<file path="src/rtl/muldiv_sequencer_pkg.sv">
// muldiv_sequencer_pkg: shared definitions for the multi-cycle HI/LO unit.
//   - MD_WIDTH   : default operand / HI / LO width
//   - md_op_e    : op_code encodings (MD_MULT..MD_MTLO; 6,7 reserved)
//   - md_state_e : sequencer states
package muldiv_sequencer_pkg;

   localparam int unsigned MD_WIDTH = 32;

   typedef enum logic [2:0] {
      MD_MULT  = 3'd0,
      MD_MULTU = 3'd1,
      MD_DIV   = 3'd2,
      MD_DIVU  = 3'd3,
      MD_MTHI  = 3'd4,
      MD_MTLO  = 3'd5
   } md_op_e;

   typedef enum logic [1:0] {
      ST_IDLE,
      ST_MUL,
      ST_DIV,
      ST_FIX
   } md_state_e;

endpackage

</file>
<file path="src/rtl/muldiv_datapath.sv">
// muldiv_datapath: operand latch, 2*WIDTH accumulator, radix-2 shift-add
// multiply step, restoring divide step and final sign correction.
// Ports:
//   CLK, RST         clock, synchronous active-high reset
//   load_i           latch operand magnitudes and signs (start of operation)
//   is_div_i         operation being loaded is a divide
//   signed_i         operation being loaded is signed
//   step_i           perform one multiply or divide iteration
//   a_i, b_i         rs / rt operands
//   res_hi_o/res_lo_o sign-corrected result (HI=remainder, LO=quotient for divide)
module muldiv_datapath
   import muldiv_sequencer_pkg::*;
#(
   parameter int unsigned WIDTH = MD_WIDTH
) (
   input  logic             CLK,
   input  logic             RST,
   input  logic             load_i,
   input  logic             is_div_i,
   input  logic             signed_i,
   input  logic             step_i,
   input  logic [WIDTH-1:0] a_i,
   input  logic [WIDTH-1:0] b_i,
   output logic [WIDTH-1:0] res_hi_o,
   output logic [WIDTH-1:0] res_lo_o
);

   logic [2*WIDTH-1:0] acc_q, acc_d;
   logic [WIDTH-1:0]   opb_q, opb_d;     // multiplicand or divisor
   logic [WIDTH-1:0]   mplr_q, mplr_d;   // multiplier, consumed LSB first
   logic               neg_q, neg_d;
   logic               neg_rem_q, neg_rem_d;
   logic               is_div_q, is_div_d;

   logic [WIDTH-1:0]   abs_a, abs_b;
   logic [WIDTH:0]     mul_sum;
   logic [WIDTH:0]     div_rem, div_diff;
   logic [2*WIDTH-1:0] prod;

   always_comb begin
      abs_a = (signed_i && a_i[WIDTH-1]) ? -a_i : a_i;
      abs_b = (signed_i && b_i[WIDTH-1]) ? -b_i : b_i;

      // Carry out of the upper-half add becomes the new MSB after the shift.
      mul_sum  = {1'b0, acc_q[2*WIDTH-1:WIDTH]} + {1'b0, (mplr_q[0] ? opb_q : '0)};
      // Partial remainder after the left shift needs one extra bit.
      div_rem  = acc_q[2*WIDTH-1:WIDTH-1];
      div_diff = div_rem - {1'b0, opb_q};

      acc_d     = acc_q;
      opb_d     = opb_q;
      mplr_d    = mplr_q;
      neg_d     = neg_q;
      neg_rem_d = neg_rem_q;
      is_div_d  = is_div_q;

      if (load_i) begin
         neg_d     = signed_i & (a_i[WIDTH-1] ^ b_i[WIDTH-1]);
         neg_rem_d = signed_i & a_i[WIDTH-1];
         is_div_d  = is_div_i;
         if (is_div_i) begin
            acc_d  = {{WIDTH{1'b0}}, abs_a};
            opb_d  = abs_b;
            mplr_d = '0;
         end else begin
            acc_d  = '0;
            opb_d  = abs_a;
            mplr_d = abs_b;
         end
      end else if (step_i) begin
         if (is_div_q) begin
            if (!div_diff[WIDTH]) begin
               acc_d = {div_diff[WIDTH-1:0], acc_q[WIDTH-2:0], 1'b1};
            end else begin
               acc_d = {div_rem[WIDTH-1:0], acc_q[WIDTH-2:0], 1'b0};
            end
         end else begin
            acc_d  = {mul_sum, acc_q[WIDTH-1:1]};
            mplr_d = mplr_q >> 1;
         end
      end
   end

   always_comb begin
      prod = neg_q ? -acc_q : acc_q;
      if (is_div_q) begin
         res_lo_o = neg_q     ? -acc_q[WIDTH-1:0]         : acc_q[WIDTH-1:0];
         res_hi_o = neg_rem_q ? -acc_q[2*WIDTH-1:WIDTH]   : acc_q[2*WIDTH-1:WIDTH];
      end else begin
         res_lo_o = prod[WIDTH-1:0];
         res_hi_o = prod[2*WIDTH-1:WIDTH];
      end
   end

   always_ff @(posedge CLK) begin
      if (RST) begin
         acc_q     <= '0;
         opb_q     <= '0;
         mplr_q    <= '0;
         neg_q     <= 1'b0;
         neg_rem_q <= 1'b0;
         is_div_q  <= 1'b0;
      end else begin
         acc_q     <= acc_d;
         opb_q     <= opb_d;
         mplr_q    <= mplr_d;
         neg_q     <= neg_d;
         neg_rem_q <= neg_rem_d;
         is_div_q  <= is_div_d;
      end
   end

endmodule

</file>
<file path="src/rtl/muldiv_sequencer.sv">
// muldiv_sequencer: multi-cycle HI/LO unit (MULT/MULTU/DIV/DIVU/MTHI/MTLO)
// with MFHI/MFLO stall. Optional sticky divide-by-zero flag under
// `define MULDIV_DIV0_FLAG_EN (otherwise div0 is tied low).
// Ports:
//   CLK, RST            clock, synchronous active-high reset
//   op_valid/op_code    command handshake (accepted when op_valid && op_ready)
//   rs_data/rt_data     operands
//   op_ready, busy      !busy / operation in flight
//   done                one-cycle pulse when HI/LO hold a new result
//   rd_req/rd_sel       MFHI/MFLO request, 0=LO 1=HI
//   rd_data, stall      combinational read data, read stall
//   div0                sticky divide-by-zero flag
//   hi, lo              HI/LO registers
module muldiv_sequencer
   import muldiv_sequencer_pkg::*;
#(
   parameter int unsigned WIDTH = MD_WIDTH,
   parameter int unsigned CNT_W = 6
) (
   input  logic             CLK,
   input  logic             RST,
   input  logic             op_valid,
   input  logic [2:0]       op_code,
   input  logic [WIDTH-1:0] rs_data,
   input  logic [WIDTH-1:0] rt_data,
   output logic             op_ready,
   output logic             busy,
   output logic             done,
   input  logic             rd_req,
   input  logic             rd_sel,
   output logic [WIDTH-1:0] rd_data,
   output logic             stall,
   output logic             div0,
   output logic [WIDTH-1:0] hi,
   output logic [WIDTH-1:0] lo
);

   md_state_e        state_q, state_d;
   logic [CNT_W-1:0] cnt_q, cnt_d;
   logic [WIDTH-1:0] hi_q, hi_d, lo_q, lo_d;
   logic             done_q, done_d;

   logic             dp_load, dp_div, dp_signed, dp_step;
   logic [WIDTH-1:0] res_hi, res_lo;

   muldiv_datapath #(.WIDTH(WIDTH)) u_dp (
      .CLK      (CLK),
      .RST      (RST),
      .load_i   (dp_load),
      .is_div_i (dp_div),
      .signed_i (dp_signed),
      .step_i   (dp_step),
      .a_i      (rs_data),
      .b_i      (rt_data),
      .res_hi_o (res_hi),
      .res_lo_o (res_lo)
   );

   always_comb begin
      state_d   = state_q;
      cnt_d     = cnt_q;
      hi_d      = hi_q;
      lo_d      = lo_q;
      done_d    = 1'b0;
      dp_load   = 1'b0;
      dp_div    = 1'b0;
      dp_signed = 1'b0;
      dp_step   = 1'b0;

      case (state_q)
         ST_IDLE: begin
            if (op_valid) begin
               case (op_code)
                  MD_MULT, MD_MULTU: begin
                     dp_load   = 1'b1;
                     dp_signed = (op_code == MD_MULT);
                     state_d   = ST_MUL;
                  end
                  MD_DIV, MD_DIVU: begin
                     // Divide by zero completes immediately without touching HI/LO.
                     if (rt_data == '0) begin
                        done_d = 1'b1;
                     end else begin
                        dp_load   = 1'b1;
                        dp_div    = 1'b1;
                        dp_signed = (op_code == MD_DIV);
                        state_d   = ST_DIV;
                     end
                  end
                  MD_MTHI: hi_d = rs_data;
                  MD_MTLO: lo_d = rs_data;
                  default: ;
               endcase
            end
         end
         ST_MUL, ST_DIV: begin
            dp_step = 1'b1;
            if (cnt_q == CNT_W'(WIDTH - 1)) begin
               cnt_d   = '0;
               state_d = ST_FIX;
            end else begin
               cnt_d = cnt_q + 1'b1;
            end
         end
         ST_FIX: begin
            hi_d    = res_hi;
            lo_d    = res_lo;
            done_d  = 1'b1;
            state_d = ST_IDLE;
         end
         default: state_d = ST_IDLE;
      endcase
   end

   always_ff @(posedge CLK) begin
      if (RST) begin
         state_q <= ST_IDLE;
         cnt_q   <= '0;
         hi_q    <= '0;
         lo_q    <= '0;
         done_q  <= 1'b0;
      end else begin
         state_q <= state_d;
         cnt_q   <= cnt_d;
         hi_q    <= hi_d;
         lo_q    <= lo_d;
         done_q  <= done_d;
      end
   end

`ifdef MULDIV_DIV0_FLAG_EN
   logic div0_q;
   // In IDLE, done_d is only raised by a divide-by-zero accept.
   always_ff @(posedge CLK) begin
      if (RST) begin
         div0_q <= 1'b0;
      end else if (state_q == ST_IDLE && done_d) begin
         div0_q <= 1'b1;
      end
   end
   assign div0 = div0_q;
`else
   assign div0 = 1'b0;
`endif

   assign busy     = (state_q != ST_IDLE);
   assign op_ready = ~busy;
   assign done     = done_q;
   assign stall    = rd_req & busy;
   assign rd_data  = rd_sel ? hi_q : lo_q;
   assign hi       = hi_q;
   assign lo       = lo_q;

endmodule

</file>
<file path="config.mk">
export PLATFORM = sky130hd
export DESIGN_NAME = muldiv_sequencer
export DESIGN_NICKNAME = d
export VERILOG_FILES = /design/src/rtl/muldiv_sequencer_pkg.sv /design/src/rtl/muldiv_datapath.sv /design/src/rtl/muldiv_sequencer.sv
export SDC_FILE = /design/constraint.sdc
export NUM_CORES = 1
export LEC_CHECK = 0
export ABC_AREA = 1
export BUFFER_PORTS_ARGS = -buffer_cell sky130_fd_sc_hd__buf_2
export CAP_MARGIN = 20
export CORE_MARGIN = 2
export CORE_UTILIZATION = 50
export CTS_CLUSTER_SIZE = 28
export DETAILED_ROUTE_END_ITERATION = 6
export PLACE_DENSITY = 0.79
export SETUP_SLACK_MARGIN = 0.05
export SLEW_MARGIN = 20
export SYNTH_ARGS = -nofsm -noshare
export SYNTH_HDL_FRONTEND = slang
export SYNTH_SLANG_ARGS = --single-unit
</file>
<file path="constraint.sdc">
create_clock -name CLK -period 4.6 [get_ports CLK]
set_input_delay 0 -clock CLK [delete_from_list [all_inputs] [get_ports CLK]]
set_output_delay 0 -clock CLK [all_outputs]
set_load 0.01 [all_outputs]
</file>
==> flow_summary_export.csv <==
group,metric,value,unit
global_routing,grt_overflow,0,
critical_path,path_class,"reg2reg",
clock_tree,htreeDepth,1,
detailed_routing,wire_per_inst,19.07,um
synth,synth.ff_latch_count,204,
sta,worst_pin_slew,1.104,ns
critical_path,r2r-start,"u_dp.acc_q[31]",
placement,globalplace.congestion,1.050,
detailed_routing,drt-total-wl,80980,um
placement,io_buffer_count,171,
sta,setup_viol,0,
final_layout,num_antenna_cells,0,
sta,hold_viol,0,
critical_path,path_depth,19,
global_routing,grt_pass1_vias,21400,
synth,syn_inst,3578,
critical_path,setup.worst_path.start,"u_dp.acc_q[31]",
sta,rsz0062_at_grt,"no",
global_routing,grt_usage,0.3811,
sta,final.setup_skew,0.01663,ns
sta,relSlewSlack,0.2628,
global_routing,grt_max_degree,97,
synth,synth-seq-area-share,0.2061,
placement,dp_hpwl,62830,um
final_layout,drive_above_1_share,0.08045,
clock_tree,cts_buffer_depth,3,
pwr,switching_share,0.5210,
synth,synth-edff-count,0,
global_routing,grt_pass1_wl,123200,um
sta,min_period,3.432,ns
critical_path,slowest_delay,0.49,ns
pwr,comb_power_share,0.576,
synth,synth_area_leaders,"nand2_1, dfxtp_1, inv_1",
critical_path,crit_end,"u_dp.acc_q[36]",
floorplanning,initial_core_util,0.5091,
sta,finalSetupTns,0,ns
clock_tree,post_cts_resized,0,
detailed_routing,drtPass1Iterations,7,
pwr,irDropWorstVdd,0.6014,mV
final_layout,fillers,4065,
critical_path,cp.arrival,3.89,ns
critical_path,critPathRequiredTime,5.06,ns
pwr,power_frac_clock,0.181,
floorplanning,fp-row-count,72,
synth,yosys.area.top_type,"nand2_1",
global_routing,antenna_found_initial,1,
critical_path,path_cells,"inv_1 > ha_1 > fa_1 > inv_1 > nand2_1 > nand2_1 > nand3_1 > nand2_1 > nand2_1 > nand2_1 > nand2_1 > nand2_1 > nand2_1 > nand2_1 > buf_4 > nand2_1 > nand3_1 > nand3_1 > a21oi_1",
detailed_routing,drt_iter0_drc,3568,
final_layout,final_util,0.5715,
clock_tree,numClockSinks,204,
floorplanning,dieArea,0.04123,mm2
critical_path,end_kind,"register",
detailed_routing,via_per_inst,5.761,
pwr,netSwitchingPower,0.005547,W
final_layout,stdcell_count,4247,
critical_path,r2r_cells,19,
placement,place_inst,4148,
critical_path,crit_path_frequent_cell,"nand2_1",
sta,timing.fmax,0.2914,GHz
clock_tree,clk_pin_slew,0.06,ns
critical_path,rrSetupSlack,1.17,ns
floorplanning,io_pins,173,
detailed_routing,drtAntennaViolNets,0,
critical_path,regToRegEndpoint,"u_dp.acc_q[36]",
min_path,hold_class,"in2reg",
job,maxCapViolations,0,
synth,synth_nets,3724,
synth,async_reset_ff_frac,0,
sta,period_share,0.7460,
critical_path,crit_fanout,19,
pwr,power_frac_seq,0.243,
synth,yosys_most_used_dff,"dfxtp_1",
pwr,internal-power,0.005099,W
floorplanning,fp.coreArea,0.03892,mm2
detailed_routing,drc_errors,0,
detailed_routing,vias,24470,
pwr,power_density,478.7,mW/mm2
critical_path,cp_num_buf_inv,3,
final_layout,layout-area-overhead-vs-synth,12.25,%
pwr,p_total,0.01065,W
synth,synth_top_cell_area_share,0.2080,
final_layout,nNetsFinal,3858,
clock_tree,tritoncts,"built",
synth,ys_warn_count,0,
critical_path,critical_path.top_delay_family,"simple AND/OR/NAND/NOR gates",
outcome,outcome,"completed",
clock_tree,insertion_delay,0.55,ns
clock_tree,cts_buffers,24,
pwr,p_leak,11.02,nW
sta,drv_slew,0,
floorplanning,fp.dieW,203.1,um
synth,synth_area_per_cell,5.537,um2
floorplanning,fp.dieH,203.1,um
critical_path,cp_slowest_cell,"nand2_1",
clock_tree,root_buffer,"clkbuf_16",
synth,synth.cell_area,0.01981,mm2
critical_path,worst_setup_path_start_kind,"register",
synth,synth_cell_types,48,
-- synth_stat cells, drive strengths merged, types with 13 or more instances --
library cell,instances
nand2,1105
inv,482
nor2,350
nand3,330
o21ai,291
a21oi,288
dfxtp,204
clkbuf,100
ha,72
nand4,59
buf,54
xor2,50
nor3,41
a31oi,20
a221oi,17
mux2,14
nand3b,14
xnor2,14
o21bai,13
-- worst reg2reg max path, cell delays in order (launching register included) --
cell	delay [ns]
dfxtp_1	0.46
inv_1	0.11
ha_1	0.23
fa_1	0.41
inv_1	0.07
nand2_1	0.04
nand2_1	0.09
nand3_1	0.08
nand2_1	0.15
nand2_1	0.08
nand2_1	0.14
nand2_1	0.11
nand2_1	0.09
nand2_1	0.05
nand2_1	0.49
buf_4	0.33
nand2_1	0.07
nand3_1	0.08
nand3_1	0.09
a21oi_1	0.17
-- worst min-delay path by stage --
stage           startpoint              to  cells past startpoint
3_3_place_gp        rd_req           stall                      4
4_1_cts        rs_data[14]  u_dp.acc_q[14]                      5
3_5_place_dp        rd_req           stall                      4
2_1_floorplan       rd_req           stall                      2
5_1_grt        rs_data[19]  u_dp.acc_q[19]                      5
6_report        op_code[0]      u_dp.neg_q                      4
-- cells in the final DEF (no fill, tap or decap), drive strengths merged, types with 17 or more instances in the layout --
| cell | count |
|---|---|
| nor3 | 41 |
| nor2 | 350 |
| nand4 | 59 |
| inv | 483 |
| nand3 | 330 |
| clkbuf | 35 |
| a221oi | 17 |
| buf | 208 |
| nand2 | 1105 |
| dlygate4sd3 | 54 |
| a31oi | 20 |
| xor2 | 50 |
| ha | 72 |
| a21oi | 288 |
| dfxtp | 204 |
| o21ai | 291 |
-- cell families after synthesis --
family / share of synthesized area
buffers and inverters: 0.1293
XOR/XNOR: 0.02829
adder cells (fa/ha/maj): 0.04749
AO/OA/AOI/OAI: 0.1751
multiplexers: 0.007957
flip-flops: 0.2061
other: 0.0001893
AND/OR/NAND/NOR: 0.4056
-- power groups by stage --
stage / Combinational, W / Sequential [W] / Clock [W]
2_1_floorplan: 0.00430 / 0.00247 / 0
3_3_place_gp: 0.00582 / 0.00258 / 0
3_5_place_dp: 0.00581 / 0.00258 / 0
4_1_cts: 0.00588 / 0.00255 / 0.00192
5_1_grt: 0.00677 / 0.00262 / 0.00199
6_report: 0.00613 / 0.00258 / 0.00193
-- timing repair --
item                                   in CTS  in global routing
setup buffers                               0                  0
hold buffers                               54                  0
endpoints found under the hold margin      84                  0
-- area by class of cell --
class	instances	area, um2	area share
clock inverter	8	76.32	0.003432
inverter	492	1849	0.08315
timing repair buffer	262	1702	0.07651
clock buffer	35	693.2	0.03117
sequential	204	4088	0.1838
tap	518	648.1	0.02914
multi-input combinational	2728	13180	0.5928
-- flip-flops by register name, summed over array words and instances, names as in the netlist --
register,cells
cnt_q,6
done,1
hi,32
lo,32
state_q,2
u_dp.acc_q,64
u_dp.is_div_q,1
u_dp.mplr_q,32
u_dp.neg_q,1
u_dp.neg_rem_q,1
u_dp.opb_q,32
-- stage by stage --
stage	area [um2]	worst slack (ns)	hold WS, ns
global route	22240	0.8467	0.03062
finish	22240	1.168	0.01207
global placement	20880	1.280	0.2822
floorplan	19810	1.974	0.08316
detailed placement	20880	1.187	0.2863
CTS	22190	1.128	0.0008049
-- routing by layer --
layer / up-vias / part of all wire / track usage
met5: - / 0 / 0
met4: 0 / 0.050 / 0.1621
met3: 244 / 0.14 / 0.1077
met2: 1605 / 0.41 / 0.5499
met1: 10810 / 0.40 / 0.5278
li1: 11810 / - / -
Power figures use the tool's default switching activity.
